--- src/rtl/traffic_light_ctrl_if.sv ---
// Control and status bundle of the intersection controller: run/request inputs,
// signal heads, walk lamp and debug strobes.
interface traffic_light_ctrl_if;
    logic       enable;
    logic       ped_req;
    logic [2:0] ns_light;
    logic [2:0] ew_light;
    logic       walk;
    logic       ped_ack;
    logic       tick;
    logic [2:0] state;

    modport master (
        output enable, ped_req,
        input  ns_light, ew_light, walk, ped_ack, tick, state
    );

    modport slave (
        input  enable, ped_req,
        output ns_light, ew_light, walk, ped_ack, tick, state
    );
endinterface

--- src/rtl/traffic_light_ctrl.sv ---
// Four-way intersection controller with a pedestrian phase. A prescaler makes a
// one-cycle tick; every phase dwell is counted in ticks by a single phase timer.
module traffic_light_ctrl #(
    parameter int TICK_DIV = 12500000,
    parameter int GREEN_T  = 40,
    parameter int YELLOW_T = 12,
    parameter int ALLRED_T = 4,
    parameter int WALK_T   = 24
) (
    input  logic               clk_in,
    input  logic               rst_n,
    traffic_light_ctrl_if.slave bus
);

    typedef enum logic [2:0] {
        NS_GREEN  = 3'd0,
        NS_YELLOW = 3'd1,
        ALL_RED_1 = 3'd2,
        EW_GREEN  = 3'd3,
        EW_YELLOW = 3'd4,
        ALL_RED_2 = 3'd5,
        PED_WALK  = 3'd6
    } state_t;

    typedef enum logic {
        DIR_NS = 1'b0,
        DIR_EW = 1'b1
    } dir_t;

    localparam int MAX_GY = (GREEN_T > YELLOW_T) ? GREEN_T : YELLOW_T;
    localparam int MAX_AW = (ALLRED_T > WALK_T) ? ALLRED_T : WALK_T;
    localparam int MAX_T  = (MAX_GY > MAX_AW) ? MAX_GY : MAX_AW;
    localparam int TW     = $clog2(MAX_T + 1);
    localparam int CW     = $clog2(TICK_DIV + 1);
    localparam logic [CW-1:0] CNT_MAX = CW'(TICK_DIV - 1);

    logic [CW-1:0] cnt_q;
    logic          tick;
    state_t        state_q, state_nxt, target;
    logic [TW-1:0] timer_q, timer_nxt;
    dir_t          next_dir, dir_nxt;
    logic          ped_pending, pend_nxt;
    logic          ack_q, ack_nxt;
    logic          illegal;
    logic [2:0]    ns_light, ew_light;
    logic          walk;

    function automatic logic [TW-1:0] load_val(input state_t s);
        case (s)
            NS_GREEN, EW_GREEN:   return TW'(GREEN_T - 1);
            NS_YELLOW, EW_YELLOW: return TW'(YELLOW_T - 1);
            PED_WALK:             return TW'(WALK_T - 1);
            default:              return TW'(ALLRED_T - 1);
        endcase
    endfunction

    assign tick = bus.enable && (cnt_q == CNT_MAX);

    always_ff @(posedge clk_in) begin
        if (!rst_n) begin
            cnt_q <= '0;
        end else if (bus.enable) begin
            cnt_q <= (cnt_q == CNT_MAX) ? '0 : cnt_q + 1'b1;
        end
    end

    always_ff @(posedge clk_in) begin
        if (!rst_n) begin
            state_q     <= ALL_RED_2;
            timer_q     <= TW'(ALLRED_T - 1);
            next_dir    <= DIR_NS;
            ped_pending <= 1'b0;
            ack_q       <= 1'b0;
        end else begin
            state_q     <= state_nxt;
            timer_q     <= timer_nxt;
            next_dir    <= dir_nxt;
            ped_pending <= pend_nxt;
            ack_q       <= ack_nxt;
        end
    end

    // Branch decisions use the registered pending flag, so a request arriving on
    // the exit tick of an all-red phase waits for the following all-red.
    always_comb begin
        state_nxt = state_q;
        timer_nxt = timer_q;
        dir_nxt   = next_dir;
        pend_nxt  = ped_pending;
        ack_nxt   = 1'b0;
        illegal   = 1'b0;
        target    = state_q;

        case (state_q)
            NS_GREEN:  target = NS_YELLOW;
            NS_YELLOW: target = ALL_RED_1;
            ALL_RED_1: target = ped_pending ? PED_WALK : EW_GREEN;
            EW_GREEN:  target = EW_YELLOW;
            EW_YELLOW: target = ALL_RED_2;
            ALL_RED_2: target = ped_pending ? PED_WALK : NS_GREEN;
            PED_WALK:  target = (next_dir == DIR_EW) ? EW_GREEN : NS_GREEN;
            default: begin
                target  = ALL_RED_2;
                illegal = 1'b1;
            end
        endcase

        if (bus.ped_req && state_q != PED_WALK) begin
            pend_nxt = 1'b1;
        end

        if (illegal) begin
            state_nxt = ALL_RED_2;
            timer_nxt = load_val(ALL_RED_2);
            dir_nxt   = DIR_NS;
        end else if (tick) begin
            if (timer_q == '0) begin
                state_nxt = target;
                timer_nxt = load_val(target);
                if (target == ALL_RED_1) dir_nxt = DIR_EW;
                if (target == ALL_RED_2) dir_nxt = DIR_NS;
                if (target == PED_WALK) begin
                    pend_nxt = 1'b0;
                    ack_nxt  = 1'b1;
                end
            end else begin
                timer_nxt = timer_q - 1'b1;
            end
        end
    end

    // Heads decode from the state register alone; any unknown code shows all red.
    always_comb begin
        ns_light = 3'b100;
        ew_light = 3'b100;
        walk     = 1'b0;
        case (state_q)
            NS_GREEN:  ns_light = 3'b001;
            NS_YELLOW: ns_light = 3'b010;
            EW_GREEN:  ew_light = 3'b001;
            EW_YELLOW: ew_light = 3'b010;
            PED_WALK:  walk     = 1'b1;
            default: begin
                ns_light = 3'b100;
                ew_light = 3'b100;
            end
        endcase
    end

    assign bus.ns_light = ns_light;
    assign bus.ew_light = ew_light;
    assign bus.walk     = walk;
    assign bus.ped_ack  = ack_q;
    assign bus.tick     = tick;
    assign bus.state    = state_q;

endmodule
--- src/flat_wrapper.sv ---
// flat-port wrapper written by rule: the top's interface ports become plain ports
module traffic_light_ctrl_flat 
#(
    parameter int TICK_DIV = 12500000,
    parameter int GREEN_T  = 40,
    parameter int YELLOW_T = 12,
    parameter int ALLRED_T = 4,
    parameter int WALK_T   = 24
)
  (clk_in, rst_n, bus_enable, bus_ped_req, bus_ns_light, bus_ew_light, bus_walk, bus_ped_ack, bus_tick, bus_state);
  traffic_light_ctrl_if bus_i ();
  input  logic clk_in;
  input  logic rst_n;
  input wire logic [$bits(bus_i.enable)-1:0] bus_enable;
  input wire logic [$bits(bus_i.ped_req)-1:0] bus_ped_req;
  output wire logic [$bits(bus_i.ns_light)-1:0] bus_ns_light;
  output wire logic [$bits(bus_i.ew_light)-1:0] bus_ew_light;
  output wire logic [$bits(bus_i.walk)-1:0] bus_walk;
  output wire logic [$bits(bus_i.ped_ack)-1:0] bus_ped_ack;
  output wire logic [$bits(bus_i.tick)-1:0] bus_tick;
  output wire logic [$bits(bus_i.state)-1:0] bus_state;
  assign bus_i.enable = bus_enable;
  assign bus_i.ped_req = bus_ped_req;
  assign bus_ns_light = bus_i.ns_light;
  assign bus_ew_light = bus_i.ew_light;
  assign bus_walk = bus_i.walk;
  assign bus_ped_ack = bus_i.ped_ack;
  assign bus_tick = bus_i.tick;
  assign bus_state = bus_i.state;
  traffic_light_ctrl #(.TICK_DIV(TICK_DIV), .GREEN_T(GREEN_T), .YELLOW_T(YELLOW_T), .ALLRED_T(ALLRED_T), .WALK_T(WALK_T)) u_core (.clk_in(clk_in), .rst_n(rst_n), .bus(bus_i));
endmodule
--- config.mk ---
export PLATFORM = sky130hd
export DESIGN_NAME = traffic_light_ctrl_flat
export DESIGN_NICKNAME = d
export VERILOG_FILES = /design/src/rtl/traffic_light_ctrl_if.sv /design/src/rtl/traffic_light_ctrl.sv /design/src/flat_wrapper.sv
export SDC_FILE = /design/constraint.sdc
export NUM_CORES = 1
export LEC_CHECK = 0
export BUFFER_PORTS_ARGS = -buffer_cell sky130_fd_sc_hd__buf_2
export CAP_MARGIN = 10
export CORE_MARGIN = 1
export CORE_UTILIZATION = 28
export CTS_BUF_LIST = sky130_fd_sc_hd__clkbuf_8
export DETAILED_ROUTE_END_ITERATION = 8
export SKIP_CTS_REPAIR_TIMING = 1
export SLEW_MARGIN = 20
export SYNTH_ARGS = -nofsm -noshare
export SYNTH_HDL_FRONTEND = slang
export SYNTH_SLANG_ARGS = --single-unit
--- constraint.sdc ---
create_clock -name clk_in -period 2.5 [get_ports clk_in]
set_clock_uncertainty 0.2 [all_clocks]
set_input_delay 0 -clock clk_in [delete_from_list [all_inputs] [get_ports clk_in]]
set_output_delay 0 -clock clk_in [all_outputs]
set_load 0.05 [all_outputs]
== After elaboration in Yosys (flattened, before gate mapping) ==
Cells that the tools add are included.
Storage, ports and cells
  flip-flop bits (word level): 36
  logic and storage cells: 53
Cells by class
  add/subtract/negate cells: 2
  equal/unequal tests: 14
  multiplexer cells: 18
  reduce and logical (&&, ||, !) cells: 13
Operators with widths (count)
  $add 24x1->24 const B: 1
  $eq 24x24->1 const B: 1
  $mux 24: 1
  $eq 3x3->1 const B: 6
  $pmux 3 s6: 1
  $pmux 6 s3: 1
  $eq 3x2->1 const B: 4
  $pmux 3 s2: 2
  $mux 1: 9
  $reduce_or 7->1: 1
  $eq 3x1->1 const B: 2
  $logic_not 3->1: 2
  $logic_not 6->1: 1
  $mux 3: 2
  $mux 6: 1
  $sub 6x1->6 const B: 1
  $reduce_and 2->1: 2
  $reduce_and 4->1: 1
  $reduce_or 2->1: 2
  $ne 3x3->1 const B: 1
  $reduce_and 3->1: 1
  $logic_and 1x1->1: 2
  $mux 2: 1
  $reduce_bool 2->1: 1

== Logic depth before layout (Yosys ltp) ==
  word-level depth: 7
  mapped depth: 9
  depth with buffers taken out: 7

== Worst setup path before layout ==
Ideal clock, no wire load.
  path kind: reg-to-output
  start point: register u_core.state_q[0] (netlist: u_core.bus.state[0])
  end point: output port bus_ew_light[2]
  arrival: 2.626 ns
  data required time: 2.300 ns
  path slack: -0.326 ns
  cell stages (with the launch flop): 4
  cell sequence: dfxtp_1 clkbuf_1 nor3b_1 nor2_1
On the way
  word-level cells in the longest chain between the ends: 2
  elaborated cells on any way between the ends: 3
  classes of those cells: eq/ne: 2; mux: 1
Ends and longest elaborated chain
  from (decl): RTL line traffic_light_ctrl.sv:39  | state_t state_q, state_nxt, target;
  from (signal assigned): RTL line traffic_light_ctrl.sv:75  | state_q <= state_nxt;
  $eq 3x3->1 / $eq 3x2->1 (equally long branches): RTL line traffic_light_ctrl.sv:137  | case (state_q)
  $pmux 3 s2 (*): RTL line traffic_light_ctrl.sv:137
  to (decl): RTL line flat_wrapper.sv:17  | output wire logic [$bits(bus_i.ew_light)-1:0] bus_ew_light;
Mark *: on every way between the ends. The rest lies on a longest branch, timed or not.

== Worst setup path in the final report ==
  start point: register u_core.cnt_q[0]
  end point: output port bus_tick
On the way
  word-level cells in the longest chain between the ends: 2
Ends and longest elaborated chain
  from (decl): RTL line traffic_light_ctrl.sv:37  | logic [CW-1:0] cnt_q;
  from (signal assigned): RTL line traffic_light_ctrl.sv:63  | cnt_q <= (cnt_q == CNT_MAX) ? '0 : cnt_q + 1'b1;
  $eq 24x24->1: RTL line traffic_light_ctrl.sv:57  | assign tick = bus.enable && (cnt_q == CNT_MAX);
  $logic_and 1x1->1: RTL line traffic_light_ctrl.sv:57
  to (decl): RTL line flat_wrapper.sv:20  | output wire logic [$bits(bus_i.tick)-1:0] bus_tick;
No other way between the ends.

==> impl_results.md <==
- Yosys reg bits: 36
- Startpoint Class: register
- Pwr per Cell Area: about 460 mW/mm^2
- Routed vias/inst: 5.07
- DR DRC count: 0
- Final Wtd Congestion: roughly 0.82
- CTS root buf: clkbuf_8
- EDFF count, synth: 0
- GRT Residual Overflow: 0
- Total negative slack: 0 ps
- Antenna diode count: 0
- Static Leak: around 0.00082 uW
- Row cnt: 29
- Slew Viols, Final: 0
- Sequential Area: 721 sq um
- First-pass GRT wire length: 7460 um
- Clock buffer count from CTS: 5
- Layout Nets: roughly 260
- Port Buf Inserts: 15
- Final cell area excluding filler cells: 0.00217 sq mm
- Post-placement cell area: 0.00206 sq mm
- Area of the multi-input gates: 0.00112 sq mm
- CP Class: register to primary output
- Clock Sinks: 36
- Overall Global Routing Usage: 0.125
- WL per Instance: 12.4 um
- Vias in the first global route: 1573
- Synth Flop Type: dfxtp_1
- Die height: between 80 and 90 um
- RSZ-0062 raised after global routing: false
- Seq/Total Area, Yosys: 0.377
- Status: complete, no violations
- Critical Path RT: ~2300 ps
- Horiz. Die Dim: 84.6 um
- Synthesized area: 0.00191 sq mm
- Clock Path Buffers: 2
- Final Cycle Share: 0.935
- Starting DRC count in detailed routing: 61
- Asr flop ratio synth: 0
- First-pass DRT Iterations: 8
- Final min period: approximately 2300 ps
- Slew margin rel.: 0.614
- WL final: around 4000 um
- Final Core Density: 0.336
- Core Area: 0.00646 sq mm
- Crit path capture type: primary output
- Final setup viols: 0
- CP max FO: 8
- Synth Area per Inst: approximately 8.3 sq um
- Vias: 1649
- Largest net degree at the start of global routing: 24
- Initial antenna violation count: 0
- Worst VDD drop: 0.000285 V
- CTS HTree Levels: 2
- Layout cells sized above 1: 0.165
- Detailed Place HPWL: between 2000 and 3000 um
- CTS tree: yes
- Unique masters post-synth: 42
- Mapped Cells: approximately 230
- Worst slew pin tran: between 500 and 600 ps
- Die area: 0.00715 sq mm
- # IOs: 16
- Arrival time at the worst endpoint: about 2100 ps
- Worst-Skew Late Latency: roughly 290 ps
- Worst-path clk slew: roughly 70 ps
- DRT antenna net count: 0
- Initial Util: 0.296
- Fin. Hold Viols: 0
- Fmax: 428 MHz
- Synth-to-Final Area Change: 13.8%
- HP Class: register to register
- Synthesis Warnings: 0
- Synth Net Count: 236
- Fillers: 681
- Max-Cap Viols: 0
cell type report:
class,count,share of cell area
Clock buffer,5,0.0317
Clock inverter,2,0.00403
Multi-Input combinational cell,176,0.516
Sequential cell,36,0.332
Timing Repair Buffer,21,0.0588
Tap cell,77,0.0444
Inverter,8,0.0138
critical path: stages (launching register included):
cell	delay, ps
dfxtp_1	370
ha_1	180
and4_2	320
nand4_4	190
or2_2	390
inv_1	120
buf_2	280
logic make-up (layout without fill, tap and decap cells):
| group | after synthesis | in the layout | share of synthesized area |
|---|---|---|---|
| fa+ha+maj | 3 | 3 | 0.0197 |
| mux | 2 | 2 | 0.0111 |
| flops | 36 | 36 | 0.377 |
| simple gates | 118 | 118 | 0.343 |
| compound gates | 29 | 29 | 0.0990 |
| buf+inv | 17 | 36 | 0.0393 |
| xor+xnor | 24 | 24 | 0.110 |
cells in the mapped netlist, types with 2 or more instances:
library cell / instances / area (sq um)
dfxtp_1: 36 / 721
nor2_1: 36 / 135
xnor2_1: 17 / 149
nand2_1: 13 / 48.8
nor3_1: 13 / 65.1
a21oi_1: 9 / 45.0
inv_1: 8 / 30.0
nand4_1: 8 / 50.1
nor4_1: 8 / 50.1
o21ai_0: 8 / 40.0
nand3_1: 7 / 35.0
xor2_1: 7 / 61.3
nor2b_1: 6 / 37.5
and2_1: 4 / 25.0
and4_1: 4 / 35.0
clkbuf_1: 4 / 15.0
and3_1: 3 / 18.8
buf_2: 3 / 15.0
ha_1: 3 / 37.5
nor4b_1: 3 / 26.3
o211ai_1: 3 / 22.5
or2_2: 3 / 18.8
a31o_2: 2 / 17.5
buf_4: 2 / 15.0
o41ai_1: 2 / 17.5
cells in the final DEF, fill, tap and decap left out, types with 2 or more instances in the layout:
master	count
nor4_1	8
and2_1	4
nand2_1	13
nand3_1	7
and4_1	3
nor2_1	36
nand4_1	8
dfxtp_1	36
buf_4	3
o41ai_1	2
nor3b_2	2
ha_1	3
nor2b_1	6
o211ai_1	3
xnor2_1	17
and3_1	3
xor2_1	7
clkbuf_8	5
nor3_1	13
a31o_2	2
buf_2	15
dlygate4sd3_1	3
inv_1	9
o21ai_0	8
or2_2	3
a21oi_1	9
nor4b_1	3
power breakdown:
part	leakage, uW	switching, uW	internal, uW	total [uW]
Clock	0.0000452	197	185	382
Sequential	0.000291	5.47	578	583
Combinational	0.000481	18.1	12.9	31.0
per-stage QoR:
stage	cells	hold WS (ps)	total power, uW	worst slack (ps)
6_report	325	279	996	162
3_3_place_gp	315	63.2	624	261
5_1_grt	325	315	1050	24.5
4_1_cts	322	-239	1010	107
3_5_place_dp	315	62.6	624	198
2_1_floorplan	229	-135	615	139
state kept, by name (all words and copies together) (netlist names):
name,cells
u_core.cnt_q,24
u_core.timer_q,6
u_core.bus.state,3
u_core.bus.ped_ack,1
u_core.next_dir,1
u_core.ped_pending,1
path summary, 6_finish.rpt:
path,endpoint,from,slack [ps],cells after the start
worst max-delay path,bus_tick,u_core.cnt_q[0]$_SDFFE_PN0P_,160,6
worst min-delay path,u_core.timer_q[4]$_SDFFE_PN0P_,u_core.timer_q[4]$_SDFFE_PN0P_,280,2
worst max register to register,u_core.cnt_q[17]$_SDFFE_PN0P_,u_core.cnt_q[0]$_SDFFE_PN0P_,250,6
worst min register to register,u_core.timer_q[4]$_SDFFE_PN0P_,u_core.timer_q[4]$_SDFFE_PN0P_,280,2
routing by layer:
layer / up-vias / part of all wire / track usage / wire [um]
li1: 837 / - / - / -
met1: 772 / 0.50 / 0.168 / 2020
met2: 38 / 0.45 / 0.198 / 1820
met3: 2 / 0.046 / 0.0364 / 186
met4: 0 / 0.0042 / 0.0277 / 17
met5: - / 0 / 0 / 0
No activity file was read; power rests on OpenSTA's default activity.
